File: config.mk
export PLATFORM = sky130hd
export DESIGN_NAME = clock_display
export DESIGN_NICKNAME = d
export VERILOG_FILES = /design/src/rtl/display_pkg.sv /design/src/rtl/bin2bcd_seq.sv /design/src/rtl/clock_display.sv
export SDC_FILE = /design/constraint.sdc
export NUM_CORES = 1
export LEC_CHECK = 0
export CAP_MARGIN = 5
export CORE_UTILIZATION = 25
export DETAILED_ROUTE_END_ITERATION = 12
export MAX_ROUTING_LAYER = met4
export PLACE_DENSITY = 0.46
export SYNTH_ARGS = -nofsm -noshare
export SYNTH_HDL_FRONTEND = slang
export SYNTH_SLANG_ARGS = --single-unit
File: constraint.sdc
create_clock -name clk -period 1.8 [get_ports clk]
set_input_delay 0.18 -clock clk [delete_from_list [all_inputs] [get_ports clk]]
set_output_delay 0.18 -clock clk [all_outputs]
set_load 0.005 [all_outputs]
File: src/rtl/display_pkg.sv
// display_pkg: shared constants and types for the six-digit clock display.
//   - Active-low 7-segment codes {g,f,e,d,c,b,a} for 0-9, dash and blank.
//   - Internal digit codes: 0-9 are decimal values, CODE_DASH and CODE_BLANK
//     are the two non-numeric glyphs.
//   - Digit positions (0 = seconds ones ... 5 = hours tens).
//   - FSM state encoding and the order in which fields are converted.
package display_pkg;

    localparam logic [6:0] SEG_0     = 7'b1000000;
    localparam logic [6:0] SEG_1     = 7'b1111001;
    localparam logic [6:0] SEG_2     = 7'b0100100;
    localparam logic [6:0] SEG_3     = 7'b0110000;
    localparam logic [6:0] SEG_4     = 7'b0011001;
    localparam logic [6:0] SEG_5     = 7'b0010010;
    localparam logic [6:0] SEG_6     = 7'b0000010;
    localparam logic [6:0] SEG_7     = 7'b1111000;
    localparam logic [6:0] SEG_8     = 7'b0000000;
    localparam logic [6:0] SEG_9     = 7'b0010000;
    localparam logic [6:0] SEG_DASH  = 7'b0111111;
    localparam logic [6:0] SEG_BLANK = 7'b1111111;

    localparam logic [3:0] CODE_DASH  = 4'd10;
    localparam logic [3:0] CODE_BLANK = 4'd15;

    localparam int NUM_DIGITS   = 6;
    localparam int DIG_SEC_ONES = 0;
    localparam int DIG_SEC_TENS = 1;
    localparam int DIG_MIN_ONES = 2;
    localparam int DIG_MIN_TENS = 3;
    localparam int DIG_HR_ONES  = 4;
    localparam int DIG_HR_TENS  = 5;

    typedef enum logic [1:0] {
        CAPTURE = 2'd0,
        CONV    = 2'd1,
        LOAD    = 2'd2,
        WAIT    = 2'd3
    } disp_state_t;

    typedef enum logic [1:0] {
        FIELD_SEC = 2'd0,
        FIELD_MIN = 2'd1,
        FIELD_HR  = 2'd2
    } conv_field_t;

    // Map an internal digit code to its active-low segment pattern.
    function automatic logic [6:0] seg_decode(input logic [3:0] code);
        logic [6:0] s;
        case (code)
            4'd0:      s = SEG_0;
            4'd1:      s = SEG_1;
            4'd2:      s = SEG_2;
            4'd3:      s = SEG_3;
            4'd4:      s = SEG_4;
            4'd5:      s = SEG_5;
            4'd6:      s = SEG_6;
            4'd7:      s = SEG_7;
            4'd8:      s = SEG_8;
            4'd9:      s = SEG_9;
            CODE_DASH: s = SEG_DASH;
            default:   s = SEG_BLANK;
        endcase
        return s;
    endfunction

endpackage

File: src/rtl/bin2bcd_seq.sv
// bin2bcd_seq: sequential 6-bit binary to two-digit BCD converter.
//   clk   : clock
//   srst  : synchronous active-high reset
//   start : load value and begin converting (accepted in any cycle)
//   value : binary input 0-63
//   done  : one-cycle pulse; tens/ones are valid from this cycle until
//           the next start
//   tens  : tens digit 0-6
//   ones  : ones digit 0-9
// Repeated subtraction of 10: one cycle per ten, plus one finishing cycle.
module bin2bcd_seq (
    input  logic       clk,
    input  logic       srst,
    input  logic       start,
    input  logic [5:0] value,
    output logic       done,
    output logic [2:0] tens,
    output logic [3:0] ones
);

    logic       busy_reg;
    logic       done_reg;
    logic [5:0] work_reg;
    logic [2:0] tens_reg;
    logic [3:0] ones_reg;

    always_ff @(posedge clk) begin
        if (srst) begin
            busy_reg <= 1'b0;
            done_reg <= 1'b0;
            work_reg <= '0;
            tens_reg <= '0;
            ones_reg <= '0;
        end else begin
            done_reg <= 1'b0;
            if (start) begin
                busy_reg <= 1'b1;
                work_reg <= value;
                tens_reg <= '0;
            end else if (busy_reg) begin
                if (work_reg >= 6'd10) begin
                    work_reg <= work_reg - 6'd10;
                    tens_reg <= tens_reg + 3'd1;
                end else begin
                    // Remainder is below 10, so the low nibble is the ones digit.
                    ones_reg <= work_reg[3:0];
                    busy_reg <= 1'b0;
                    done_reg <= 1'b1;
                end
            end
        end
    end

    assign done = done_reg;
    assign tens = tens_reg;
    assign ones = ones_reg;

endmodule

File: src/rtl/clock_display.sv
// clock_display: drives a six-digit multiplexed common-anode 7-segment
// display with HH MM SS from the time-keeping counters.
//   clk       : system clock
//   rst       : synchronous active-high reset
//   hours     : binary hours, valid 1-12
//   minutes   : binary minutes, valid 0-59
//   seconds   : binary seconds, valid 0-59
//   am_pm     : 1 = PM (lit as the decimal point of digit 0)
//   setting_h : hours being set, hours digits blink
//   setting_m : minutes being set, minutes digits blink
//   seg       : segments {g,f,e,d,c,b,a}, active-low
//   an        : digit enables, active-low; an[0] seconds ones, an[5] hours tens
//   dp        : decimal point, active-low
// Inputs are snapshotted once per frame (at the 5->0 scan wrap), converted
// to BCD sequentially and loaded into display registers as one unit, so a
// frame never mixes old and new time values.
module clock_display
    import display_pkg::*;
#(
    parameter int SCAN_DIV  = 50000,
    parameter int BLINK_DIV = 25000000
) (
    input  logic       clk,
    input  logic       rst,
    input  logic [3:0] hours,
    input  logic [5:0] minutes,
    input  logic [5:0] seconds,
    input  logic       am_pm,
    input  logic       setting_h,
    input  logic       setting_m,
    output logic [6:0] seg,
    output logic [5:0] an,
    output logic       dp
);

    localparam int SCAN_W  = (SCAN_DIV  > 1) ? $clog2(SCAN_DIV)  : 1;
    localparam int BLINK_W = (BLINK_DIV > 1) ? $clog2(BLINK_DIV) : 1;

    // Scan and blink timing
    logic [SCAN_W-1:0]  scan_cnt_reg;
    logic [2:0]         digit_idx_reg;
    logic [BLINK_W-1:0] blink_cnt_reg;
    logic               blink_phase_reg;
    logic               scan_tc;
    logic               frame_wrap;

    // FSM and converter handshake
    disp_state_t state_reg, state_next;
    conv_field_t field_reg, field_next;
    logic        conv_busy_reg, conv_busy_next;
    logic        capture_en;
    logic        load_en;
    logic        conv_start;
    logic        conv_done;
    logic [5:0]  conv_value;
    logic [2:0]  conv_tens;
    logic [3:0]  conv_ones;

    // Snapshot and BCD registers
    logic [3:0] snap_hours_reg;
    logic [5:0] snap_minutes_reg;
    logic [5:0] snap_seconds_reg;
    logic       snap_am_pm_reg;
    logic       snap_set_h_reg;
    logic       snap_set_m_reg;
    logic [2:0] sec_tens_reg, min_tens_reg, hr_tens_reg;
    logic [3:0] sec_ones_reg, min_ones_reg, hr_ones_reg;

    // Display registers
    logic [3:0] disp_code_reg [NUM_DIGITS];
    logic [3:0] load_code     [NUM_DIGITS];
    logic       disp_set_h_reg;
    logic       disp_set_m_reg;
    logic       disp_am_pm_reg;
    logic       disp_valid_reg;
    logic [6:0] digit_seg     [NUM_DIGITS];
    logic [6:0] cur_seg;

    logic [6:0] seg_reg;
    logic [5:0] an_reg;
    logic       dp_reg;

    assign scan_tc    = (scan_cnt_reg == SCAN_W'(SCAN_DIV - 1));
    assign frame_wrap = scan_tc && (digit_idx_reg == 3'(DIG_HR_TENS));

    always_ff @(posedge clk) begin
        if (rst) begin
            scan_cnt_reg    <= '0;
            digit_idx_reg   <= '0;
            blink_cnt_reg   <= '0;
            blink_phase_reg <= 1'b0;
        end else begin
            if (scan_tc) begin
                scan_cnt_reg  <= '0;
                digit_idx_reg <= (digit_idx_reg == 3'(DIG_HR_TENS)) ? 3'd0 : digit_idx_reg + 3'd1;
            end else begin
                scan_cnt_reg <= scan_cnt_reg + SCAN_W'(1);
            end
            if (blink_cnt_reg == BLINK_W'(BLINK_DIV - 1)) begin
                blink_cnt_reg   <= '0;
                blink_phase_reg <= ~blink_phase_reg;
            end else begin
                blink_cnt_reg <= blink_cnt_reg + BLINK_W'(1);
            end
        end
    end

    always_ff @(posedge clk) begin
        if (rst) begin
            state_reg     <= CAPTURE;
            field_reg     <= FIELD_SEC;
            conv_busy_reg <= 1'b0;
        end else begin
            state_reg     <= state_next;
            field_reg     <= field_next;
            conv_busy_reg <= conv_busy_next;
        end
    end

    // Fields are converted seconds -> minutes -> hours. The next conversion
    // is started in the same cycle the previous one reports done, which keeps
    // the worst case (63, 63, 15) at 21 cycles from CAPTURE to LOAD.
    always_comb begin
        state_next     = state_reg;
        field_next     = field_reg;
        conv_busy_next = conv_busy_reg;
        capture_en     = 1'b0;
        load_en        = 1'b0;
        conv_start     = 1'b0;
        case (state_reg)
            CAPTURE: begin
                capture_en     = 1'b1;
                field_next     = FIELD_SEC;
                conv_busy_next = 1'b0;
                state_next     = CONV;
            end
            CONV: begin
                if (!conv_busy_reg) begin
                    conv_start     = 1'b1;
                    conv_busy_next = 1'b1;
                end else if (conv_done) begin
                    case (field_reg)
                        FIELD_SEC: begin
                            field_next = FIELD_MIN;
                            conv_start = 1'b1;
                        end
                        FIELD_MIN: begin
                            field_next = FIELD_HR;
                            conv_start = 1'b1;
                        end
                        default: begin
                            conv_busy_next = 1'b0;
                            state_next     = LOAD;
                        end
                    endcase
                end
            end
            LOAD: begin
                load_en    = 1'b1;
                state_next = frame_wrap ? CAPTURE : WAIT;
            end
            WAIT: begin
                if (frame_wrap) begin
                    state_next = CAPTURE;
                end
            end
            default: state_next = CAPTURE;
        endcase
    end

    always_comb begin
        case (field_next)
            FIELD_SEC: conv_value = snap_seconds_reg;
            FIELD_MIN: conv_value = snap_minutes_reg;
            default:   conv_value = {2'b00, snap_hours_reg};
        endcase
    end

    bin2bcd_seq u_bin2bcd (
        .clk   (clk),
        .srst  (rst),
        .start (conv_start),
        .value (conv_value),
        .done  (conv_done),
        .tens  (conv_tens),
        .ones  (conv_ones)
    );

    always_ff @(posedge clk) begin
        if (rst) begin
            snap_hours_reg   <= '0;
            snap_minutes_reg <= '0;
            snap_seconds_reg <= '0;
            snap_am_pm_reg   <= 1'b0;
            snap_set_h_reg   <= 1'b0;
            snap_set_m_reg   <= 1'b0;
            sec_tens_reg     <= '0;
            sec_ones_reg     <= '0;
            min_tens_reg     <= '0;
            min_ones_reg     <= '0;
            hr_tens_reg      <= '0;
            hr_ones_reg      <= '0;
        end else begin
            if (capture_en) begin
                snap_hours_reg   <= hours;
                snap_minutes_reg <= minutes;
                snap_seconds_reg <= seconds;
                snap_am_pm_reg   <= am_pm;
                snap_set_h_reg   <= setting_h;
                snap_set_m_reg   <= setting_m;
            end
            if ((state_reg == CONV) && conv_busy_reg && conv_done) begin
                case (field_reg)
                    FIELD_SEC: begin
                        sec_tens_reg <= conv_tens;
                        sec_ones_reg <= conv_ones;
                    end
                    FIELD_MIN: begin
                        min_tens_reg <= conv_tens;
                        min_ones_reg <= conv_ones;
                    end
                    default: begin
                        hr_tens_reg <= conv_tens;
                        hr_ones_reg <= conv_ones;
                    end
                endcase
            end
        end
    end

    // Digit codes written at LOAD: out-of-range fields become dashes and a
    // zero hours tens digit is blanked.
    always_comb begin
        logic sec_ok, min_ok, hr_ok;
        sec_ok = (snap_seconds_reg <= 6'd59);
        min_ok = (snap_minutes_reg <= 6'd59);
        hr_ok  = (snap_hours_reg != 4'd0) && (snap_hours_reg <= 4'd12);
        load_code[DIG_SEC_ONES] = sec_ok ? sec_ones_reg : CODE_DASH;
        load_code[DIG_SEC_TENS] = sec_ok ? {1'b0, sec_tens_reg} : CODE_DASH;
        load_code[DIG_MIN_ONES] = min_ok ? min_ones_reg : CODE_DASH;
        load_code[DIG_MIN_TENS] = min_ok ? {1'b0, min_tens_reg} : CODE_DASH;
        load_code[DIG_HR_ONES]  = hr_ok  ? hr_ones_reg : CODE_DASH;
        if (!hr_ok) begin
            load_code[DIG_HR_TENS] = CODE_DASH;
        end else if (hr_tens_reg == 3'd0) begin
            load_code[DIG_HR_TENS] = CODE_BLANK;
        end else begin
            load_code[DIG_HR_TENS] = {1'b0, hr_tens_reg};
        end
    end

    always_ff @(posedge clk) begin
        if (rst) begin
            for (int i = 0; i < NUM_DIGITS; i++) begin
                disp_code_reg[i] <= '0;
            end
            disp_set_h_reg <= 1'b0;
            disp_set_m_reg <= 1'b0;
            disp_am_pm_reg <= 1'b0;
            disp_valid_reg <= 1'b0;
        end else if (load_en) begin
            for (int i = 0; i < NUM_DIGITS; i++) begin
                disp_code_reg[i] <= load_code[i];
            end
            disp_set_h_reg <= snap_set_h_reg;
            disp_set_m_reg <= snap_set_m_reg;
            disp_am_pm_reg <= snap_am_pm_reg;
            disp_valid_reg <= 1'b1;
        end
    end

    // Per-digit segment pattern with blink blanking; anodes keep scanning
    // while a field is blanked.
    genvar gi;
    generate
        for (gi = 0; gi < NUM_DIGITS; gi++) begin : g_digit
            logic blink_blank;
            if (gi >= DIG_HR_ONES) begin : g_hr
                assign blink_blank = blink_phase_reg & disp_set_h_reg;
            end else if (gi >= DIG_MIN_ONES) begin : g_min
                assign blink_blank = blink_phase_reg & disp_set_m_reg;
            end else begin : g_sec
                assign blink_blank = 1'b0;
            end
            assign digit_seg[gi] = blink_blank ? SEG_BLANK : seg_decode(disp_code_reg[gi]);
        end
    endgenerate

    always_comb begin
        cur_seg = SEG_BLANK;
        for (int i = 0; i < NUM_DIGITS; i++) begin
            if (digit_idx_reg == 3'(i)) begin
                cur_seg = digit_seg[i];
            end
        end
    end

    always_ff @(posedge clk) begin
        if (rst || !disp_valid_reg) begin
            an_reg  <= 6'b111111;
            seg_reg <= SEG_BLANK;
            dp_reg  <= 1'b1;
        end else begin
            an_reg  <= ~(6'b000001 << digit_idx_reg);
            seg_reg <= cur_seg;
            dp_reg  <= ~((digit_idx_reg == 3'(DIG_SEC_ONES)) & disp_am_pm_reg);
        end
    end

    assign an  = an_reg;
    assign seg = seg_reg;
    assign dp  = dp_reg;

endmodule

; ---- Yosys cells after proc, flatten, opt, wreduce, memory -nomap -nowiden
; Memories as Yosys holds them, arrays and structs flattened.
; Index checks and enable logic that the tools add are counted.
[op_classes]
bitwise = 16
mux = 56
n_shift = 1
order_cmp = 4
addsub = 5
eq_ne = 16
reduce_logical = 27
[ops]
columns = cell, count
row1 = $mux W7, 10
row2 = $mux W4, 13
row3 = $add A25 B1 Y25 const B, 1
row4 = $eq A25 B25 Y1 const B, 1
row5 = $mux W6, 3
row6 = $mux W1, 17
row7 = $add A16 B1 Y16 const B, 1
row8 = $eq A16 B16 Y1 const B, 1
row9 = $mux W2, 7
row10 = $le A6 B6 Y1 const B, 2
row11 = $pmux W6 S2, 1
row12 = $reduce_and A2 Y1, 5
row13 = $pmux W2 S2, 2
row14 = $pmux W2 S4, 1
row15 = $reduce_or A2 Y1, 4
row16 = $add A3 B1 Y3 const B, 2
row17 = $eq A2 B1 Y1 const B, 3
row18 = $eq A3 B2 Y1 const B, 2
row19 = $eq A3 B3 Y1 const B, 2
row20 = $ge A6 B4 Y1 const B, 1
row21 = $logic_not A2 Y1, 3
row22 = $logic_not A3 Y1, 2
row23 = $ne A2 B2 Y1 const B, 3
row24 = $not A1 Y1, 6
row25 = 19 further kinds, 32
[word_totals]
mem_bits_ro = 672
out_inout_bits = 14
ff_bits = 123
elab_cells = 163
inputBits = 21
mem_count = 7
ram_bits = 24
[mem_list]
columns = memory, words, word_bits, rd, rd_clocked_by_memory_dff, wr, line_no
row1 = (no name shown), 16, 7, 1, 0, 0, display_pkg.sv:49  ; case (code)
row2 = (no name shown), 16, 7, 1, 0, 0, display_pkg.sv:49
row3 = (no name shown), 16, 7, 1, 0, 0, display_pkg.sv:49
row4 = (no name shown), 16, 7, 1, 0, 0, display_pkg.sv:49
row5 = (no name shown), 16, 7, 1, 0, 0, display_pkg.sv:49
row6 = (no name shown), 16, 7, 1, 0, 0, display_pkg.sv:49
row7 = +1 memories, --, --, --, --, --, --

; ---- Logic depth before layout (Yosys ltp)
[logic_depth]
ltp_word = 8
mapped_depth = 8
depth_no_buf = 7

; ---- Modules after synthesis
; A second synthesis with hierarchy kept.
[unflattened]
hier_cells = 882
hier_area_um2 = 7498.4
[by_module_without_submodules]
columns = module, seq_area_each_um2, cells_per_inst, area_per_inst_um2, n_inst
row1 = clock_display, 2882.8, 794, 6757.7, 1
row2 = bin2bcd_seq, 300.3, 88, 740.7, 1

; ---- Worst setup path after synthesis
; Ideal clock, no wire load.
[synth_path]
path_type = register -> register
start = register blink_cnt_reg[0]
end = register blink_cnt_reg[20]
path_buffers = 2
path_stages_with_launch = 9
setup_ns = 0.115
path_slack_ns = 0.081
t_arrival_ns = 1.605
required_time_ns = 1.685
synth_period_minus_slack_ns = 1.719
path_cell_list = dfxtp_1 -> ha_1 -> and4_1 -> nand2_2 -> nor4_4 -> or2_1 -> buf_4 -> buf_6 -> nor2_1
[synth_via]
elab_chain_cells = 2
word_cells_on_any_way = 3
classes_between = add/sub (1) / eq/ne (1) / reduce/logical (1)
[synth_rtl]
columns = element, line_no
row1 = start: declaration, clock_display.sv:42  ; logic [BLINK_W-1:0] blink_cnt_reg;
row2 = start signal: assignment, clock_display.sv:103  ; blink_cnt_reg <= blink_cnt_reg + BLINK_W'(1);
row3 = branches (longest 2 deep; another with $add A25 B1 Y25), --
; Parallel ways; which one is timed is not known.
; A chain may end at the register's enable or synchronous reset.

==> key figures <==
Global routing
  • Total gr overflow: 0
  • Largest net degree at the start of global routing: 30
  • Initial antenna violation count: 0
  • Vias in the first global route: around 5.8k
  • GRT Util Overall: 12.6%
  • First-pass GRT wire length: 29,600 um

Routing
  • Final WL: 17,500 um
  • First-pass iteration count of the detailed router: 7
  • Vias: just under 6k
  • Vias/cell: 4.47
  • Post-DR wirelength/cell: approximately 13 um
  • DR DRC count: 0
  • Initial drt markers: ~370
  • Antenna viol nets, final: 0

Final layout
  • Synth-to-Final Area Change: 25.2%
  • # nets final: 987
  • Commonest non-fill, non-tap cell in the layout: dfxtp_1
  • ANT cells: 0
  • Commonest cells after routing, fill and taps aside: 120 x dfxtp_1, 106 x nand2_1, 101 x nor2_1
  • Filler cell count: between 3k and 4k
  • Largest register FFs: 25
  • Final Instance Area: slightly above 9000 um^2
  • Share of cells above drive strength 1: 14.6%

Min path
  • Worst Hold Class: primary input to register

Logic synthesis
  • Mapped Nets: 904
  • Sequential fraction of the synthesis area: 43.5%
  • Synth top area share: about 34%
  • Post-Syn Area per Cell: 8.66 um^2
  • Largest area contributor in the netlist: dfxtp_1
  • Synth Cell Area: 7330 um^2
  • Netlist cell types: 73
  • Synthesized flop and latch total: 147
  • Post-synth EDFFs: 24
  • Simple logic cell fraction of the synthesized area: between 20% and 30%
  • Post-Synthesis Cells: 846
  • Leading post-synthesis cells by cell area: dfxtp_1 34%, edfxtp_1 9.8%, ha_1 6.3%, nand2_1 5.5%, nor2_1 5.2%
  • Synth Flop Type: dfxtp_1
  • Async S/R FF share, synth: 0%
  • Adder-cell share of the synthesized area: 6.32%
  • Synth warnings: 0
  • Main combinational cell family by area after synthesis: simple AND/OR/NAND/NOR gates
  • Synth Area in XOR/XNOR: just over 5%
  • Mux contribution to synthesized area: 2.36%
  • Compound-cell area share of the yosys netlist: between 10% and 20%

Critical path
  • Setup crit start kind: register
  • Top delay family on crit path: compound AO/OA/AOI/OAI gates
  • Critical Path RT: ~2.1 ns
  • Worst-path maximum fanout: 2
  • Crit path largest cell delay: approximately 0.42 ns
  • Max stage delay cell, worst path: edfxtp_1
  • Crit Path Category: register to register
  • Worst Path Arrival: about 2 ns
  • Setup crit end kind: register
  • Crit path buffers/inverters: 0
  • Crit path cell chain: ha_1, and2_1, o32a_1, o21ai_1, o311ai_1, a311o_1

Pwr
  • Pint: a little under 6000 uW
  • Static Leak: between 0.003 and 0.004 uW
  • Power density cells: a little over 800 nW/um^2
  • Final total power: around 7500 uW
  • Comb power frac: 6.0%
  • Peak VDD IR: about 710 uV
  • Sequential Power Share: between 40% and 50%
  • Sw Ratio: a little under a quarter
  • Clock Power Share: a little under half
  • Net Sw Power: 1690 uW

Clock tree
  • H-tree Lvls: 4
  • Largest buffer count on any clock path: 2
  • CTS buffer count: 17
  • Worst-Skew Late Latency: ~0.42 ns
  • Worst-path clk slew: about 0.06 ns
  • Clock sink total: approximately 150
  • CTS root buf: clkbuf_16
  • CTS tree: yes

Placement
  • Gp weighted congestion: 0.819
  • Area after DPL: 8520 um^2
  • Worst slack, placed: -0.0106 ns
  • IO buf count: 34
  • Detail Placement HPWL: around 13,000 um

STA
  • Setup WS post-layout: around 0.065 ns
  • Hold Worst Slack: around 0.17 ns
  • Worst slew margin relative to its limit: about 65%
  • Slew of the pin with the lowest slew margin: between 0.5 and 0.6 ns
  • Clk_skew: roughly 0.0096 ns
  • Slew Viols, Final: 0
  • Unrepaired setup endpoints after global routing: yes
  • Final worst path period share: between 90% and 100%
  • Fmax: around 580 MHz
  • Setup violations, final: 0
  • Endpoints failing hold: 0
  • Fin crit period: 1.74 ns

Floorplanning
  • Total die area: 30,000 um^2
  • Number of core rows: just over 60
  • Top-Level Pins: 35
  • Starting Density: between 20% and 30%
  • Core area: between 20,000 and 30,000 um^2
  • Die X: 173 um
  • Die Y: roughly 170 um

Flow run
  • Number of max-cap violations: 0

Run status
  • Status: finished clean
==> layout make-up <==
| type | count | area [um^2] | share of cell area, % |
|---|---|---|---|
| multi-input combinational | 632 | 3910 | 42.6 |
| sequential | 147 | 3190 | 34.7 |
| timing repair buffer | 102 | 896 | 9.77 |
| tap | 384 | 480 | 5.24 |
| clock buffer | 18 | 429 | 4.68 |
| clock inverter | 12 | 160 | 1.75 |
| inverter | 29 | 109 | 1.19 |
==> layer usage <==
metal  GRT usage, %  vias up  wire length, um
li1               -     3108                -
met1           16.5     2703             8900
met2           19.4       81             7830
met3           2.42       20              458
met4           4.65        0              357
met5              -        -                0
==> stage by stage <==
step / setup TNS [ns] / instances / utilization, %
6_report: 0 / 1324 / 31.9
5_1_grt: -0.0120 / 1324 / 31.9
4_1_cts: 0 / 1322 / 31.7
3_5_place_dp: -0.0106 / 1292 / 29.6
3_3_place_gp: 0 / 1292 / 29.6
2_1_floorplan: 0 / 846 / -
==> power by group through the flow <==
stage                     Clock [uW]  Combinational, uW  Sequential (uW)
after global placement             0                441             3540
final                           3560                446             3470
after global routing            3840                503             3480
after floorplan                    0                285             3520
after detailed placement           0                441             3540
after CTS                       3670                444             3470
==> cell usage after synthesis, drive strengths merged, types with 17 or more instances <==
master  count
dfxtp     123
nand2     108
nor2      103
a21oi      69
nand3      43
o21ai      38
ha         37
inv        29
clkbuf     24
edfxtp     24
xor2       24
xnor2      19
and2       17
==> worst reg2reg max path, delay by kind of cell (launching register included) <==
kind	cells	cell delay (ns)
AO/OA/AOI/OAI	4	0.84
flip-flops	1	0.42
AND/OR/NAND/NOR	1	0.13
adder cells (fa/ha/maj)	1	0.23
==> kinds of logic (layout without fill, tap and decap cells) <==
kind of cell | after synthesis | count (layout)
AO/OA/AOI/OAI | 165 | 165
XOR/XNOR | 43 | 43
adder cells (fa/ha/maj) | 37 | 37
buffers and inverters | 67 | 161
flip-flops | 147 | 147
multiplexers | 17 | 17
AND/OR/NAND/NOR | 370 | 370
==> timing repair <==
item                                    in CTS  in global routing
hold buffers                                 0                  0
pin swaps                                    0                  7
endpoints found under the setup margin       2                 53
setup buffers                                0                  2
resized for setup                            2                 24
==> path summary, 6_finish.rpt <==
kind	from	depth (start not counted)	slack [ns]	endpoint
max reg2reg	disp_code_reg[3][0]	6	0.06	seg[6]
min reg2reg	disp_am_pm_reg	1	0.43	dp
max	disp_code_reg[3][0]	6	0.06	seg[6]
min	rst	2	0.17	u_bin2bcd.work_reg[3]
Note: power is estimated with default switching activity, not from simulation.
